## src/rtl/morse_char_encoder.sv

```systemverilog
// Serial Morse encoder for A-Z (plus 0-9 when MORSE_DIGITS_EN is defined) with a start/busy/done handshake.
// One character per start rising edge; timing in multiples of UNIT_CYCLES.
module morse_char_encoder #(
  parameter int UNIT_CYCLES      = 25000000,
  parameter int LETTER_GAP_UNITS = 3
) (
  input  logic       clock,
  input  logic       reset_n,
  input  logic [5:0] letter,
  input  logic       start,
  output logic       morse_code,
  output logic       busy,
  output logic       done,
  output logic       err
);

  localparam int CW = $clog2(UNIT_CYCLES);
  localparam logic [CW-1:0] TERM     = CW'(UNIT_CYCLES - 1);
  localparam logic [2:0]    GAP_LAST = 3'(LETTER_GAP_UNITS - 1);

  typedef enum logic [1:0] {IDLE, MARK, SPACE, LGAP} state_t;

  // Entry layout: {valid, len[2:0], pat[4:0]}; pattern sits in the low len bits, MSB-first, 1 = dash.
  function automatic logic [8:0] rom(input logic [5:0] code);
    logic [8:0] r;
    r = '0;
    case (code)
      6'd0:  r = {1'b1, 3'd2, 5'b00001};
      6'd1:  r = {1'b1, 3'd4, 5'b01000};
      6'd2:  r = {1'b1, 3'd4, 5'b01010};
      6'd3:  r = {1'b1, 3'd3, 5'b00100};
      6'd4:  r = {1'b1, 3'd1, 5'b00000};
      6'd5:  r = {1'b1, 3'd4, 5'b00010};
      6'd6:  r = {1'b1, 3'd3, 5'b00110};
      6'd7:  r = {1'b1, 3'd4, 5'b00000};
      6'd8:  r = {1'b1, 3'd2, 5'b00000};
      6'd9:  r = {1'b1, 3'd4, 5'b00111};
      6'd10: r = {1'b1, 3'd3, 5'b00101};
      6'd11: r = {1'b1, 3'd4, 5'b00100};
      6'd12: r = {1'b1, 3'd2, 5'b00011};
      6'd13: r = {1'b1, 3'd2, 5'b00010};
      6'd14: r = {1'b1, 3'd3, 5'b00111};
      6'd15: r = {1'b1, 3'd4, 5'b00110};
      6'd16: r = {1'b1, 3'd4, 5'b01101};
      6'd17: r = {1'b1, 3'd3, 5'b00010};
      6'd18: r = {1'b1, 3'd3, 5'b00000};
      6'd19: r = {1'b1, 3'd1, 5'b00001};
      6'd20: r = {1'b1, 3'd3, 5'b00001};
      6'd21: r = {1'b1, 3'd4, 5'b00001};
      6'd22: r = {1'b1, 3'd3, 5'b00011};
      6'd23: r = {1'b1, 3'd4, 5'b01001};
      6'd24: r = {1'b1, 3'd4, 5'b01011};
      6'd25: r = {1'b1, 3'd4, 5'b01100};
`ifdef MORSE_DIGITS_EN
      6'd26: r = {1'b1, 3'd5, 5'b11111};
      6'd27: r = {1'b1, 3'd5, 5'b01111};
      6'd28: r = {1'b1, 3'd5, 5'b00111};
      6'd29: r = {1'b1, 3'd5, 5'b00011};
      6'd30: r = {1'b1, 3'd5, 5'b00001};
      6'd31: r = {1'b1, 3'd5, 5'b00000};
      6'd32: r = {1'b1, 3'd5, 5'b10000};
      6'd33: r = {1'b1, 3'd5, 5'b11000};
      6'd34: r = {1'b1, 3'd5, 5'b11100};
      6'd35: r = {1'b1, 3'd5, 5'b11110};
`else
`endif
      default: r = '0;
    endcase
    return r;
  endfunction

  state_t        state, state_nxt;
  logic          start_q;
  logic [CW-1:0] cnt, cnt_nxt;
  logic [2:0]    units, units_nxt;
  logic [2:0]    idx, idx_nxt;
  logic [2:0]    len_q, len_nxt;
  logic [4:0]    pat_q, pat_nxt;
  logic          err_q, err_nxt;
  logic [8:0]    entry;
  logic          start_edge;
  logic          tick;
  logic [2:0]    mark_last;
  logic [2:0]    idx_inc;

  assign start_edge = start & ~start_q;
  assign tick       = (cnt == TERM);
  // Pattern is left-aligned on acceptance, so the current element is always bit 4.
  assign mark_last  = pat_q[4] ? 3'd2 : 3'd0;
  assign idx_inc    = idx + 3'd1;
  assign entry      = rom(letter);

  always_ff @(posedge clock or negedge reset_n) begin
    if (!reset_n) begin
      state   <= IDLE;
      start_q <= 1'b0;
      cnt     <= '0;
      units   <= '0;
      idx     <= '0;
      len_q   <= '0;
      pat_q   <= '0;
      err_q   <= 1'b0;
    end else begin
      state   <= state_nxt;
      start_q <= start;
      cnt     <= cnt_nxt;
      units   <= units_nxt;
      idx     <= idx_nxt;
      len_q   <= len_nxt;
      pat_q   <= pat_nxt;
      err_q   <= err_nxt;
    end
  end

  always_comb begin
    state_nxt = state;
    cnt_nxt   = cnt;
    units_nxt = units;
    idx_nxt   = idx;
    len_nxt   = len_q;
    pat_nxt   = pat_q;
    err_nxt   = 1'b0;
    done      = 1'b0;

    if (state == IDLE) begin
      cnt_nxt   = '0;
      units_nxt = '0;
    end else if (tick) begin
      cnt_nxt   = '0;
      units_nxt = units + 3'd1;
    end else begin
      cnt_nxt = cnt + 1'b1;
    end

    case (state)
      IDLE: begin
        if (start_edge) begin
          if (entry[8]) begin
            state_nxt = MARK;
            len_nxt   = entry[7:5];
            pat_nxt   = entry[4:0] << (3'd5 - entry[7:5]);
            idx_nxt   = '0;
          end else begin
            err_nxt = 1'b1;
          end
        end
      end
      MARK: begin
        if (tick && units == mark_last) begin
          units_nxt = '0;
          pat_nxt   = pat_q << 1;
          idx_nxt   = (idx < len_q) ? idx_inc : idx;
          state_nxt = (idx_inc < len_q) ? SPACE : LGAP;
        end
      end
      SPACE: begin
        if (tick) begin
          units_nxt = '0;
          state_nxt = MARK;
        end
      end
      LGAP: begin
        // done coincides with the final gap cycle; the FSM is still in LGAP here.
        if (tick && units == GAP_LAST) begin
          units_nxt = '0;
          state_nxt = IDLE;
          done      = 1'b1;
        end
      end
      default: state_nxt = IDLE;
    endcase
  end

  assign morse_code = (state == MARK);
  assign busy       = (state != IDLE);
  assign err        = err_q;

endmodule
```

## config.mk

```make
export PLATFORM = sky130hd
export DESIGN_NAME = morse_char_encoder
export DESIGN_NICKNAME = d
export VERILOG_FILES = /design/src/rtl/morse_char_encoder.sv
export SDC_FILE = /design/constraint.sdc
export NUM_CORES = 1
export LEC_CHECK = 0
export CAP_MARGIN = 20
export CORE_MARGIN = 4
export CORE_UTILIZATION = 50
export DETAILED_ROUTE_END_ITERATION = 7
export GPL_ROUTABILITY_DRIVEN = 0
export GPL_TIMING_DRIVEN = 0
export HOLD_SLACK_MARGIN = 0.15
export PLACE_DENSITY = 0.7
export SLEW_MARGIN = 20
export SYNTH_ARGS = -nofsm -noshare
export SYNTH_HDL_FRONTEND = slang
export SYNTH_SLANG_ARGS = --single-unit
export TNS_END_PERCENT = 50
```

## constraint.sdc

```tcl
create_clock -name clock -period 3.44 [get_ports clock]
set_input_delay 0.516 -clock clock [delete_from_list [all_inputs] [get_ports clock]]
set_output_delay 0.516 -clock clock [all_outputs]
set_load 0.05 [all_outputs]
```

==> results.tsv <==
stage	metric	value	unit
clock_network	Num CTS Buffers	5	
power	Reg power frac	55.1	%
status	status	completed	
die	Initial Utilization	51.85	%
clock_network	Clk Latency, worst-skew pair	0.30	ns
die	Die W	83.57	um
power	PwrDens	289.9	nW/um2
clock_network	Worst-path clk slew	0.09	ns
synthesis	Post-synth top flop	dfrtp_1	
grt	vias in the first global route	2347	
timing	# setup viols final	0	
die	die area	6983	um2
worst_hold_path	hold_sp	pat_q[0]$_DFFE_PN0P_	
setup_path	worst endpoint required time	2.92	ns
power	P_leak	1.434	nW
final_layout	Reg area	1076	um2
power	Comb pwr share	11.1	%
die	core area	5507	um2
clock_network	clock buffer depth	2	
synthesis	Synth Instances	312	
drt	post-route ant nets	0	
synthesis	Syn. warnings	0	
power	switching pwr	230.0	uW
flow_run	max cap viols	0	
drt	Vias	2322	
setup_path	critical path arrival	2.42	ns
final_layout	Finished Layout Cells	405	
grt	gr usage total	17.72	%
power	sw frac	25.05	%
synthesis	Yosys reg bits	43	
worst_hold_path	Cells on Worst Hold Path	1	
setup_path	critical path type	reg2out	
drt	vias per cell	5.733	
final_layout	Fill cells	508	
die	row cnt	27	
placement	DP Wirelength	4256	um
power	power share of the clock group	33.8	%
setup_path	RR Startpoint	cnt[6]$_DFF_PN0_	
drt	drt pass-1 iters	4	
grt	largest net degree at the start of global routing	29	
timing	setup TNS	0	ns
clock_network	clk root buf	clkbuf_8	
drt	DRC	0	
grt	grt met1 use	23.73	%
timing	Slew HR	60.65	%
timing	post-layout minimum cycle time	2.931	ns
synthesis	synthesized area	2855	um2
final_layout	share of layout cells above drive strength 1	9.610	%
grt	M3 GR Usage	3.949	%
setup_path	Critical Path Sink Type	output pin	
setup_path	Reg-to-Reg End	state[0]$_DFFE_PN0P_	
drt	routed wire length	5706	um
drt	per-cell routed wire length	14.09	um
setup_path	R2R setup slack	1.28	ns
clock_network	CTS sink count	43	
setup_path	startpoint types	flop	
die	DIE HEIGHT	83.57	um
grt	gr ovfl total	0	
timing	WHS	0.5060	ns
placement	placed insts	396	
timing	Fmax	341.2	MHz
timing	period utilisation layout	85.21	%
synthesis	top-area cell type share of the netlist area	37.69	%
synthesis	top cells by area, synth	dfrtp_1, ha_1, xor2_1, nor2_1, nand3_1	
timing	Final Max Tran Viols	0	
setup_path	reg2reg path depth	6	
power	Pint	688.3	uW
final_layout	nets@finish	355	
synthesis	Post-synth EDFFs	0	
grt	grt met2 use	28.56	%
grt	first-pass GRT wire length	10490	um
final_layout	area of the multi-input gates	1645	um2
timing	Final Skew	0.01127	ns
grt	initial antenna violation count	0	
power	Peak VDD IR	0.2387	mV
clock_network	H-tree depth	2	
synthesis	syn_nets	335	
synthesis	register area share after synthesis	37.69	%
synthesis	Cell variety after synth	63	
placement	I/O Buffers	11	
timing	RSZ-0062 raised after global routing	false	
synthesis	Syn Area/Cell	9.151	um2
worst_hold_path	Hold Crit Class	reg2reg	
grt	Top Usage Layer GRT	met2	
die	# IOs	13	
synthesis	Async S/R FF share, synth	100.0	%
synthesis	post-synth top area cell	dfrtp_1	
timing	Final Hold Viols	0	
clock_network	CTS tree	built	
worst_hold_path	Worst Hold End	pat_q[0]$_DFFE_PN0P_	
timing	Slew @ Worst Pin	0.5890	ns
final_layout	synthesis-to-layout area growth	10.96	%
drt	Detailed Route Iter0 Violations	69	
final_layout	post-layout util	57.53	%
setup_path	CP Max Fanout	6	
final_layout	Antenna Cells	0	
==> through the flow <==
| step | power [mW] | worst slack [ns] | area [um2] |
|---|---|---|---|
| after floorplan | 0.5785 | 1.221 | 2855 |
| after global placement | 0.6139 | 0.3410 | 3055 |
| final | 0.9183 | 0.5088 | 3168 |
| after CTS | 0.9294 | 0.07842 | 3166 |
| after global routing | 0.9653 | 0.3126 | 3168 |
| after detailed placement | 0.6165 | 0.3540 | 3070 |
==> layout make-up <==
cell class,count,area share [%]
multi-input cells,240,51.94
flip-flops and latches,43,33.97
repair buffers,13,4.344
well taps,72,2.844
clock buffers,6,2.291
plain buffers,12,2.212
inverters,17,2.014
clock inverters,2,0.3949
==> worst max-delay path: stages, from the launching register on <==
cell and delay (ns):
dfrtp_1 0.45, nor4_2 0.32, nand4b_1 0.24, nor4_4 0.42
and4_2 0.28, dlymetal6s2s_1 0.42
==> power by group through the flow <==
stage          combinational [mW]  clock [mW]  sequential, mW
4_1_cts                     0.102       0.321           0.506
3_5_place_dp                0.101           0           0.516
2_1_floorplan              0.0626           0           0.516
5_1_grt                     0.115       0.345           0.506
3_3_place_gp               0.0980           0           0.516
6_report                    0.102       0.311           0.506
==> cell families (layout without fill, tap and decap cells) <==
| kind of cell | count (synthesis) | count (layout) | share of synthesized area [%] |
|---|---|---|---|
| compound gates | 64 | 64 | 17.13 |
| xor+xnor | 25 | 25 | 7.669 |
| fa+ha+maj | 14 | 14 | 6.135 |
| buf+inv | 29 | 50 | 4.689 |
| flops | 43 | 43 | 37.69 |
| mux | 7 | 7 | 2.498 |
| simple gates | 130 | 130 | 24.19 |
==> synthesized netlist by cell type (2+ instances only) <==
library cell,count
buf_4,3
a31oi_1,2
nor2_1,40
and2_1,2
nand4b_1,2
dfrtp_1,43
or3_1,4
nand2b_1,5
nor2b_1,4
o32a_1,2
xor2_1,18
nand2_1,19
nand4_1,6
a21boi_0,3
o32ai_1,4
a21oi_1,11
mux2i_1,6
inv_1,17
a21o_1,5
o22ai_1,3
ha_1,14
a2111oi_0,2
o21ai_0,9
and4_1,4
o311ai_1,2
nor3_1,11
nor3b_1,4
buf_2,7
o21ai_1,2
xnor2_1,7
and3_1,4
nand3_1,16
==> sequential cells by signal, indices dropped and copies added, names as in the netlist <==
register	count
cnt	25
err	1
idx	3
len_q	3
pat_q	5
start_q	1
state	2
units	3
==> layout by cell type (no fill, tap or decap), drive strengths merged, types with 4 or more instances in the layout <==
master         synthesis  final
and3                   4      4
nand2b                 5      5
o32ai                  4      4
ha                    14     14
xnor2                  7      7
nor2                  40     40
nand4                  6      6
mux2i                  6      6
a21oi                 12     12
nor2b                  4      4
buf                   10     12
dfrtp                 43     43
clkbuf                 1      7
nor3b                  4      4
or3                    4      4
o21ai                 11     11
a21o                   5      5
nor3                  11     11
xor2                  18     18
nand3                 16     16
clkdlybuf4s50          0      9
and4                   5      5
nand2                 20     20
inv                   17     17
==> repair_timing <==
action,in CTS,in global routing
endpoints found under the setup margin,0,1
hold endpoints to repair,13,0
hold buffers,1,0
resized for setup,0,1
buffers inserted,0,0
==> metal layers <==
metal  vias up  wire (um)
met1      1104       2673
met5         -          0
met4         0        110
met3        11        236
met2        50       2684
li1       1157          -
==> worst max path at each step <==
stage,slack (ns),from,depth (start not counted),to
2_1_floorplan,1.22,state[1]$_DFFE_PN0P_,5,pat_q[2]$_DFFE_PN0P_
3_3_place_gp,0.34,letter[0],9,pat_q[4]$_DFFE_PN0P_
3_5_place_dp,0.35,letter[0],9,pat_q[4]$_DFFE_PN0P_
4_1_cts,0.08,cnt[6]$_DFF_PN0_,5,done
5_1_grt,0.31,cnt[6]$_DFF_PN0_,5,done
6_report,0.51,cnt[6]$_DFF_PN0_,5,done
Power figures use the tool's default switching activity.
